$ cat src/rtl/and2_gate_en_seq.sv
// Enable sequencer feeding A2 of a 2-input AND cell: synchronizes a request, enforces
// minimum on/off times and returns a four-phase ACK. Define AND2_GATE_EN_SEQ_GRANT_CNT_EN for grant_cnt.
module and2_gate_en_seq #(
  parameter int SYNC_STAGES = 2,
  parameter int MIN_ON_CYC  = 4,
  parameter int MIN_OFF_CYC = 4,
  parameter int CW          = 4
) (
  input  logic       clk,
  input  logic       rst,
  input  logic       req,
  output logic       en,
  output logic       ack,
  output logic       busy,
`ifdef AND2_GATE_EN_SEQ_GRANT_CNT_EN
  output logic [7:0] grant_cnt,
`endif
  inout  wire        vdd,
  inout  wire        vss
);

  typedef enum logic [1:0] {
    ST_OFF      = 2'd0,
    ST_ON_HOLD  = 2'd1,
    ST_ON       = 2'd2,
    ST_OFF_HOLD = 2'd3
  } seqState_e;

  localparam logic [CW-1:0] ON_LOAD  = CW'(MIN_ON_CYC - 1);
  localparam logic [CW-1:0] OFF_LOAD = CW'(MIN_OFF_CYC - 1);

  logic [SYNC_STAGES-1:0] syncFf;
  logic                   reqS;
  seqState_e              state;
  seqState_e              stateNext;
  logic [CW-1:0]          cnt;
  logic [CW-1:0]          cntNext;
  logic                   enNext;
  logic                   busyNext;

  assign reqS = syncFf[SYNC_STAGES-1];
  assign ack  = en;

  // State register; en/busy are registered copies of the next-state decode so that
  // the AND gate pin is driven straight from a flop and can never glitch.
  always_ff @(posedge clk) begin
    if (rst) begin
      syncFf <= '0;
      state  <= ST_OFF;
      cnt    <= '0;
      en     <= 1'b0;
      busy   <= 1'b0;
    end else begin
      syncFf <= {syncFf[SYNC_STAGES-2:0], req};
      state  <= stateNext;
      cnt    <= cntNext;
      en     <= enNext;
      busy   <= busyNext;
    end
  end

  // Holds only act on req_s once the counter has drained, so requests seen mid-hold
  // are deferred rather than lost; the counter only ever counts down to zero.
  always_comb begin
    stateNext = state;
    cntNext   = cnt;
    case (state)
      ST_OFF: begin
        if (reqS) begin
          stateNext = ST_ON_HOLD;
          cntNext   = ON_LOAD;
        end
      end
      ST_ON_HOLD: begin
        if (cnt != '0) begin
          cntNext = cnt - CW'(1);
        end else if (reqS) begin
          stateNext = ST_ON;
        end else begin
          stateNext = ST_OFF_HOLD;
          cntNext   = OFF_LOAD;
        end
      end
      ST_ON: begin
        if (!reqS) begin
          stateNext = ST_OFF_HOLD;
          cntNext   = OFF_LOAD;
        end
      end
      ST_OFF_HOLD: begin
        if (cnt != '0) begin
          cntNext = cnt - CW'(1);
        end else if (reqS) begin
          stateNext = ST_ON_HOLD;
          cntNext   = ON_LOAD;
        end else begin
          stateNext = ST_OFF;
        end
      end
      default: begin
        stateNext = ST_OFF;
        cntNext   = '0;
      end
    endcase
  end

  always_comb begin
    enNext   = (stateNext == ST_ON_HOLD) || (stateNext == ST_ON);
    busyNext = (stateNext == ST_ON_HOLD) || (stateNext == ST_OFF_HOLD);
  end

`ifdef AND2_GATE_EN_SEQ_GRANT_CNT_EN
  // Every entry into ON_HOLD is a new grant; ON never re-enters ON_HOLD directly.
  always_ff @(posedge clk) begin
    if (rst) begin
      grant_cnt <= 8'd0;
    end else if ((stateNext == ST_ON_HOLD) && (state != ST_ON_HOLD) && (grant_cnt != 8'hFF)) begin
      grant_cnt <= grant_cnt + 8'd1;
    end
  end
`endif

endmodule

$ cat config.mk
export PLATFORM = sky130hd
export DESIGN_NAME = and2_gate_en_seq
export DESIGN_NICKNAME = d
export VERILOG_FILES = /design/src/rtl/and2_gate_en_seq.sv
export SDC_FILE = /design/constraint.sdc
export NUM_CORES = 1
export LEC_CHECK = 0
export ABC_AREA = 1
export CORE_AREA = 2 2 39 41
export DETAILED_ROUTE_END_ITERATION = 7
export DIE_AREA = 0 0 41 43
export GPL_TIMING_DRIVEN = 0
export SLEW_MARGIN = 15
export SYNTH_ARGS = -nofsm -noshare
export SYNTH_HDL_FRONTEND = slang
export SYNTH_SLANG_ARGS = --single-unit
$ cat constraint.sdc
create_clock -name clk -period 1.5 [get_ports clk]
set_input_delay 0.15 -clock clk [delete_from_list [all_inputs] [get_ports clk]]
set_output_delay 0.15 -clock clk [all_outputs]
set_load 0.05 [all_outputs]
# Word level (Yosys, flattened, before mapping)
# Index checks and enable logic that the tools add are counted.
# word_totals
ff_bits	10
latch_bits	0
mem_bits_rw	0
mem_bits_ro	0
inputBits	3
out_inout_bits	5
word_cells	28
mem_count	0
# classes
addsub	1
mul	0
div_mod_pow	0
magnitude_cmp	0
eq_ne	6
shift	0
mux	12
n_bitwise	0
reduce_logical	4
# ops
operator	count
$mux W4	4
$pmux W4 S4	1
$eq A2 B2 Y1 const B	4
$mux W2	4
$pmux W2 S4	1
$eq A2 B1 Y1 const B	2
$reduce_bool A4 Y1	1
$sub A4 B1 Y4 const B	1
$logic_not A2 Y1	1
$logic_or A1 B1 Y1	2
$mux W1	2

# Longest topological paths before layout
# Gate-level depths: netlist of the first run.
# depth
depth_word	5
depth_mapped	9
depth_no_buf	9

# Worst setup path after synthesis of the first run
# OpenSTA, ideal clock, no wires.
# synth_timing
path_kind	reg2reg
from	reg busy (netlist name)
to	reg cnt[1]
setup_time_ns	0.111
t_arrival_ns	1.204
required_ns	1.389
path_slack_ns	0.184
path_stages_with_launch	6
n_path_buf	0
period_less_slack_ns	1.316
path_cell_list	dfxtp_1 -> inv_2 -> nor2_8 -> nor2_1 -> nor2_1 -> nor2_1
# synth_lines
item	line	rtl
to (signal assigned)	56	cnt <= cntNext;
to (decl)	36	logic [CW-1:0] cnt;

# Final worst setup path of the first run
# layout_timing
from	reg busy
to	out busy
# layout_lines
item	line	rtl
from (decl)	14	output logic busy,
from (signal assigned)	58	busy <= busyNext;
# No word-level cell between the ends.

==> flow_summary.ini, run 1 <==
[status]
outcome = finished, final reports clean

[power]
p_leak_nw = 0.291
pwr-share-comb_pct = 39.5
p_int_mw = 0.489
pwr-share-seq_pct = 37.8
peakVddDrop_v = 0.000777
swShare_pct = 40.2
clockPowerShare_pct = 22.7
p_per_area_nw_per_um2 = 1330
power_switching_mw = 0.328

[synth]
synth-adder-area-share_pct = 4.71
synth_top_family_by_area = simple AND/OR/NAND/NOR gates
ys_types = 22
synth_area_leaders = dfxtp_1 (34%), nor2_1 (11%), nand2_1 (7.8%), nand3_1 (5.6%), inv_1 (5.6%)
synth_top_area_share_pct = 33.9
synth_area_um2 = 532
synth_xor_area_share_pct = 3.29
ys_seq_area_share_pct = 33.9
synth_compound_area_share_pct = 11.8
synthCells = 75
synth_mux_area_share_pct = 0
yosys_register_bits = 9
synthSimpleGateAreaFrac_pct = 37.2
synth.largest_area_cell = dfxtp_1
synthesis.nets = 82
syn_avg_cell_area_um2 = 7.09
yosysWarnings = 0

[timing]
setup_viol_count_final = 0
slew_headroom_pct = 68.0
drv_slew = 0
period_needed_ns = 1.43
final.period_utilization_pct = 95.6
finalHoldViolCount = 0
worst_pin_slew_ns = 0.482
tns_ns = 0
max_freq_mhz = 697
untimed_endpoints = 2
whs_ns = 0.266
clock_skew_ns = 0.00127
rsz0062_at_grt = no

[worst_hold_path]
min_path_cells = 2
min_path_type = in2reg

[grt]
grt_pass1_vias = 406
grt_pass1_wl_um = 1610
grt_antenna_before_repair = 0
grt_start_max_net_pins = 10
overflow = 0
grt_use_total_pct = 13.5

[clock_network]
clkTransAtPathRegs_ns = 0.06
clock-sinks = 9
ctsHoldBuffers = 0
numCtsBuffers = 3
clock_latency_ns = 0.26
max-clock-path-buffers = 2
cts_setup_buffers = 0
cts_max_level = 1
cts_resized = 3
cts_tree = yes
root_buffer = clkbuf_4

[floorplan]
initial_core_util_pct = 38.4
rows = 14
num_io_pins = 8
die_h_um = 43
fp.dieArea_um2 = 1760
die_w_um = 41
coreArea_um2 = 1380

[cells_and_area]
fillCellCount = 135
multi_input_area_um2 = 303
final_cells = 99
regArea_um2 = 180
antennaDiodeCount = 0
area_delta_synth_final_pct = 15.5
drive_above_1_share_pct = 15.7
final_nets = 91
final_cell_mix = nor2_1 (15), nand2_1 (11), dfxtp_1 (9), inv_1 (8), nand3_1 (6)
final_common_cell = nor2_1

[setup_path]
cp_num_buf_inv = 1
r2r_cells = 9
crit_type = reg2out
crit_family = buffers and inverters
worst_path_max_delay_cell = dlygate4sd2_1
path_depth = 1
critPathLaunchType = flip-flop
cp-end-kind = output pin
cp_data_required_time_ns = 1.35
critPathArrivalTime_ns = 1.28
cp_max_fo = 7
path_cells = dlygate4sd2_1
critPathMaxStageDelay_ns = 0.56

[route]
wl_um = 912
avgViaCountPerCell = 4.80
wl_per_cell_um = 9.21
drt-initial-drc-count = 11
remaining_drc_errors = 0
antenna_left = 0
drt_pass1_iterations = 4
num_vias = 475

[placed_design]
gp_congestion = 0.865
io_buffers = 4
dp_cells = 95
hpwl_um = 718

[job]
cap_violations = 0
-- power by group through the flow --
| stage | Clock [mW] | Sequential (mW) | Combinational [mW] |
|---|---|---|---|
| floorplan | 0 | 0.330 | 0.246 |
| global placement | 0 | 0.315 | 0.329 |
| global route | 0.203 | 0.314 | 0.365 |
| CTS | 0.192 | 0.309 | 0.325 |
| detailed placement | 0 | 0.314 | 0.330 |
| finish | 0.185 | 0.309 | 0.323 |
-- path summary, 6_finish.rpt --
| kind | slack, ns | startpoint | endpoint |
|---|---|---|---|
| max | 0.07 | busy | busy |
| min | 0.27 | rst | syncFf[1] |
| max reg2reg | 0.14 | cnt[0] | cnt[0] |
| min reg2reg | 0.41 | syncFf[0] | syncFf[1] |
-- sequential cells by signal, indices dropped and copies added, names as in the netlist --
register  cells
ack           1
syncFf        2
state         1
cnt           4
busy          1
-- cell usage after synthesis --
| cell | instances |
|---|---|
| nand3b_1 | 1 |
| nor2_1 | 15 |
| nor2_2 | 2 |
| ha_1 | 2 |
| xor2_1 | 2 |
| o21ai_1 | 2 |
| nand2_2 | 2 |
| nand3_1 | 6 |
| clkbuf_1 | 1 |
| o21ai_0 | 1 |
| o21bai_1 | 1 |
| nand2_1 | 11 |
| nor2_8 | 1 |
| inv_1 | 8 |
| buf_4 | 1 |
| a21o_1 | 1 |
| nand4_1 | 1 |
| a211oi_2 | 1 |
| inv_2 | 2 |
| a21oi_1 | 4 |
| nor2_4 | 1 |
| dfxtp_1 | 9 |
-- metal layers --
metal | GRT usage (%) | routed length [um] | up-vias
li1 | - | - | 254
met1 | 16.7 | 450 | 212
met2 | 20.3 | 421 | 7
met3 | 3.14 | 25 | 2
met4 | 8.00 | 15 | 0
met5 | 0 | 0 | -
-- through the flow --
| step | power, mW | cell area [um^2] | utilization [%] | setup slack [ns] |
|---|---|---|---|---|
| finish | 0.817 | 614 | 44.4 | 0.0660 |
| global route | 0.882 | 614 | 44.4 | 0.00985 |
| CTS | 0.826 | 614 | 44.4 | 0.0557 |
| detailed placement | 0.645 | 592 | 42.8 | 0.0579 |
| global placement | 0.644 | 592 | 42.8 | 0.0492 |
| floorplan | 0.577 | 532 | - | 0.184 |
-- final cells by class --
type                            count  share of cell area (%)
Inverter                           10                    6.11
Tap cell                           16                    3.26
Clock buffer                        4                    4.28
Sequential cell                     9                    29.3
Buffer                              2                    1.83
Multi-Input combinational cell     54                    49.3
Timing Repair Buffer                4                    5.91
-- cells by family (layout without fill, tap and decap cells) --
group / after synthesis / after routing
AND/OR/NAND/NOR: 40 / 40
buffers and inverters: 12 / 20
AO/OA/AOI/OAI: 10 / 10
flip-flops: 9 / 9
adder cells (fa/ha/maj): 2 / 2
XOR/XNOR: 2 / 2
No activity file was read; power rests on OpenSTA's default activity.
==> run 2: changes to the inputs <==
- CAP_MARGIN: unset -> 20
- CORE_AREA: 2 2 39 41 -> 3 3 40 42
- DIE_AREA: 0 0 41 43 -> 0 0 43 45
- PLACE_DENSITY: unset -> 0.65
==> run 2 against run 1 <==
Combinational power is 20% higher. Critical path type is now reg2reg. Highest routed layer unchanged. Clock-buffer cell count fell by 1. Clock skew is essentially flat. Design area is 3.9% higher. Largest cell class unchanged. Worst hold slack barely moved. Final cell count stayed put. Critical path depth increased by 8. Non-clock buffer count up 1. Maximum frequency about the same. First-iteration DRC count is 91% higher.
==> flow_summary.ini, run 2 (synthesis gave the netlist of run 1 again) <==
[timing]
slew_headroom_pct = 67.6
max_freq_mhz = 698
final.period_utilization_pct = 95.5
period_needed_ns = 1.43
finalHoldViolCount = 0
drv_slew = 0
worst_pin_slew_ns = 0.488
clock_skew_ns = 0.00147
untimed_endpoints = 2
tns_ns = 0
fin_ws_ns = 0.0674
rsz0062_at_grt = no
setup_viol_count_final = 0
whs_ns = 0.266

[clock_network]
cts_tree = yes
numCtsBuffers = 3
root_buffer = clkbuf_4
clkTransAtPathRegs_ns = 0.06
ctsHoldBuffers = 0
clock-sinks = 9
clock_latency_ns = 0.27
cts_max_level = 1
max-clock-path-buffers = 2

[setup_path]
timing.rr.end = ack
r2r_cells = 9
cp_max_fo = 5
crit_type = reg2reg
cp_num_buf_inv = 2
worst_path_max_delay_cell = dfxtp_1
critPathMaxStageDelay_ns = 0.42
cp-end-kind = flip-flop
cp_data_required_time_ns = 1.64
critPathArrivalTime_ns = 1.58
r2r-start = cnt[0]
path_cells = inv_1 -> ha_2 -> nand2_2 -> nor2_4 -> buf_12 -> nor2_8 -> nand2_1 -> o21ai_1 -> nor2_1
critPathLaunchType = flip-flop
r2r_setup_slack_ns = 0.07
crit_family = flip-flops

[power]
p_int_mw = 0.533
clockPowerShare_pct = 21.7
p_per_area_nw_per_um2 = 1390
p_leak_nw = 0.299
swShare_pct = 40.1
pwr-share-seq_pct = 34.9
power_switching_mw = 0.357
pwr-share-comb_pct = 43.5
peakVddDrop_v = 0.000545
power.total_mw = 0.890

[route]
drt-initial-drc-count = 21
wl_per_cell_um = 10.5
antenna_left = 0
num_vias = 485
remaining_drc_errors = 0
wl_um = 1040
drt_pass1_iterations = 4
avgViaCountPerCell = 4.90

[floorplan]
die_h_um = 45
coreArea_um2 = 1280
fp.dieArea_um2 = 1940
initial_core_util_pct = 41.4
die_w_um = 43
num_io_pins = 8
rows = 13

[cells_and_area]
final_common_cell = nor2_1
drive_above_1_share_pct = 19.0
largestRegisters = cnt x4, syncFf x2
final_nets = 92
multi_input_area_um2 = 305
top_register = cnt
regArea_um2 = 180
final_cell_mix = nor2_1 (15), nand2_1 (11), dfxtp_1 (9), inv_1 (8), nand3_1 (6)
area_delta_synth_final_pct = 20.0
antennaDiodeCount = 0
final_util_pct = 49.7
fillCellCount = 133
largest_register_ffs = 4

[placed_design]
io_buffers = 4
hpwl_um = 759
gp_congestion = 0.827
dp_slack_ns = 0.0666

[grt]
grt_use_total_pct = 11.4
grt_start_max_net_pins = 10
grt_antenna_before_repair = 0
grt_pass1_wl_um = 1610
grt_pass1_vias = 391
overflow = 0

[worst_hold_path]
worstHoldStart = rst
min_path_type = in2reg
holdPathEnd = syncFf[1]
min_path_cells = 2

[job]
cap_violations = 0

[status]
outcome = finished, final reports clean
[run 2: changes by cell type in the layout (fill, tap and decap cells not counted)]
cell,before,now
clkbuf_1,2,1
dlygate4sd2_1,3,2
ha_2,0,1
clkinv_2,0,1
buf_12,0,1
clkdlybuf4s15_1,0,1
ha_1,2,1
[run 2: worst max-delay path by stage]
stage	slack, ns	cells after the start	start	end
floorplan	0.18	5	busy	cnt[1]
global placement	0.05	1	busy	busy
detailed placement	0.07	1	busy	busy
CTS	0.06	1	busy	busy
global route	0.01	9	cnt[0]	ack
finish	0.07	9	cnt[0]	ack
[run 2: worst register-to-register path, cell delays in order (launching register included)]
cell	delay (ns)
dfxtp_1	0.42
inv_1	0.11
ha_2	0.22
nand2_2	0.09
nor2_4	0.05
buf_12	0.14
nor2_8	0.10
nand2_1	0.05
o21ai_1	0.09
nor2_1	0.05
[run 2: power groups by stage]
stage	Clock (mW)	Combinational, mW	Sequential (mW)
2_1_floorplan	0	0.246	0.330
3_3_place_gp	0	0.331	0.315
3_5_place_dp	0	0.333	0.316
4_1_cts	0.200	0.329	0.310
5_1_grt	0.212	0.419	0.315
6_report	0.193	0.387	0.310
[run 2: timing repair]
item,4_1_cts,5_1_grt
gates resized for setup,3,2
setup buffers,0,1
setup endpoints to repair,3,2
pin swaps,0,1
[run 2: layout make-up]
cell class / count / share of cell area [%]
repair buffers: 5 / 9.02
clock buffers: 3 / 3.53
multi-input cells: 54 / 47.8
well taps: 15 / 2.94
plain buffers: 2 / 1.76
flip-flops and latches: 9 / 28.2
clock inverters: 1 / 0.784
inverters: 10 / 5.88
[run 2: through the flow]
step	instances	instance area, um^2
3_3_place_gp	94	591
6_report	99	638
4_1_cts	98	614
2_1_floorplan	75	532
5_1_grt	99	638
3_5_place_dp	94	591
[run 2: routing by layer]
layer  up-vias  GRT usage, %  routed length [um]
met5         -             0                   0
met4         0          5.42                  11
met3         2          5.98                  73
met2        12          17.4                 470
met1       215          13.4                 484
li1        256             -                   -
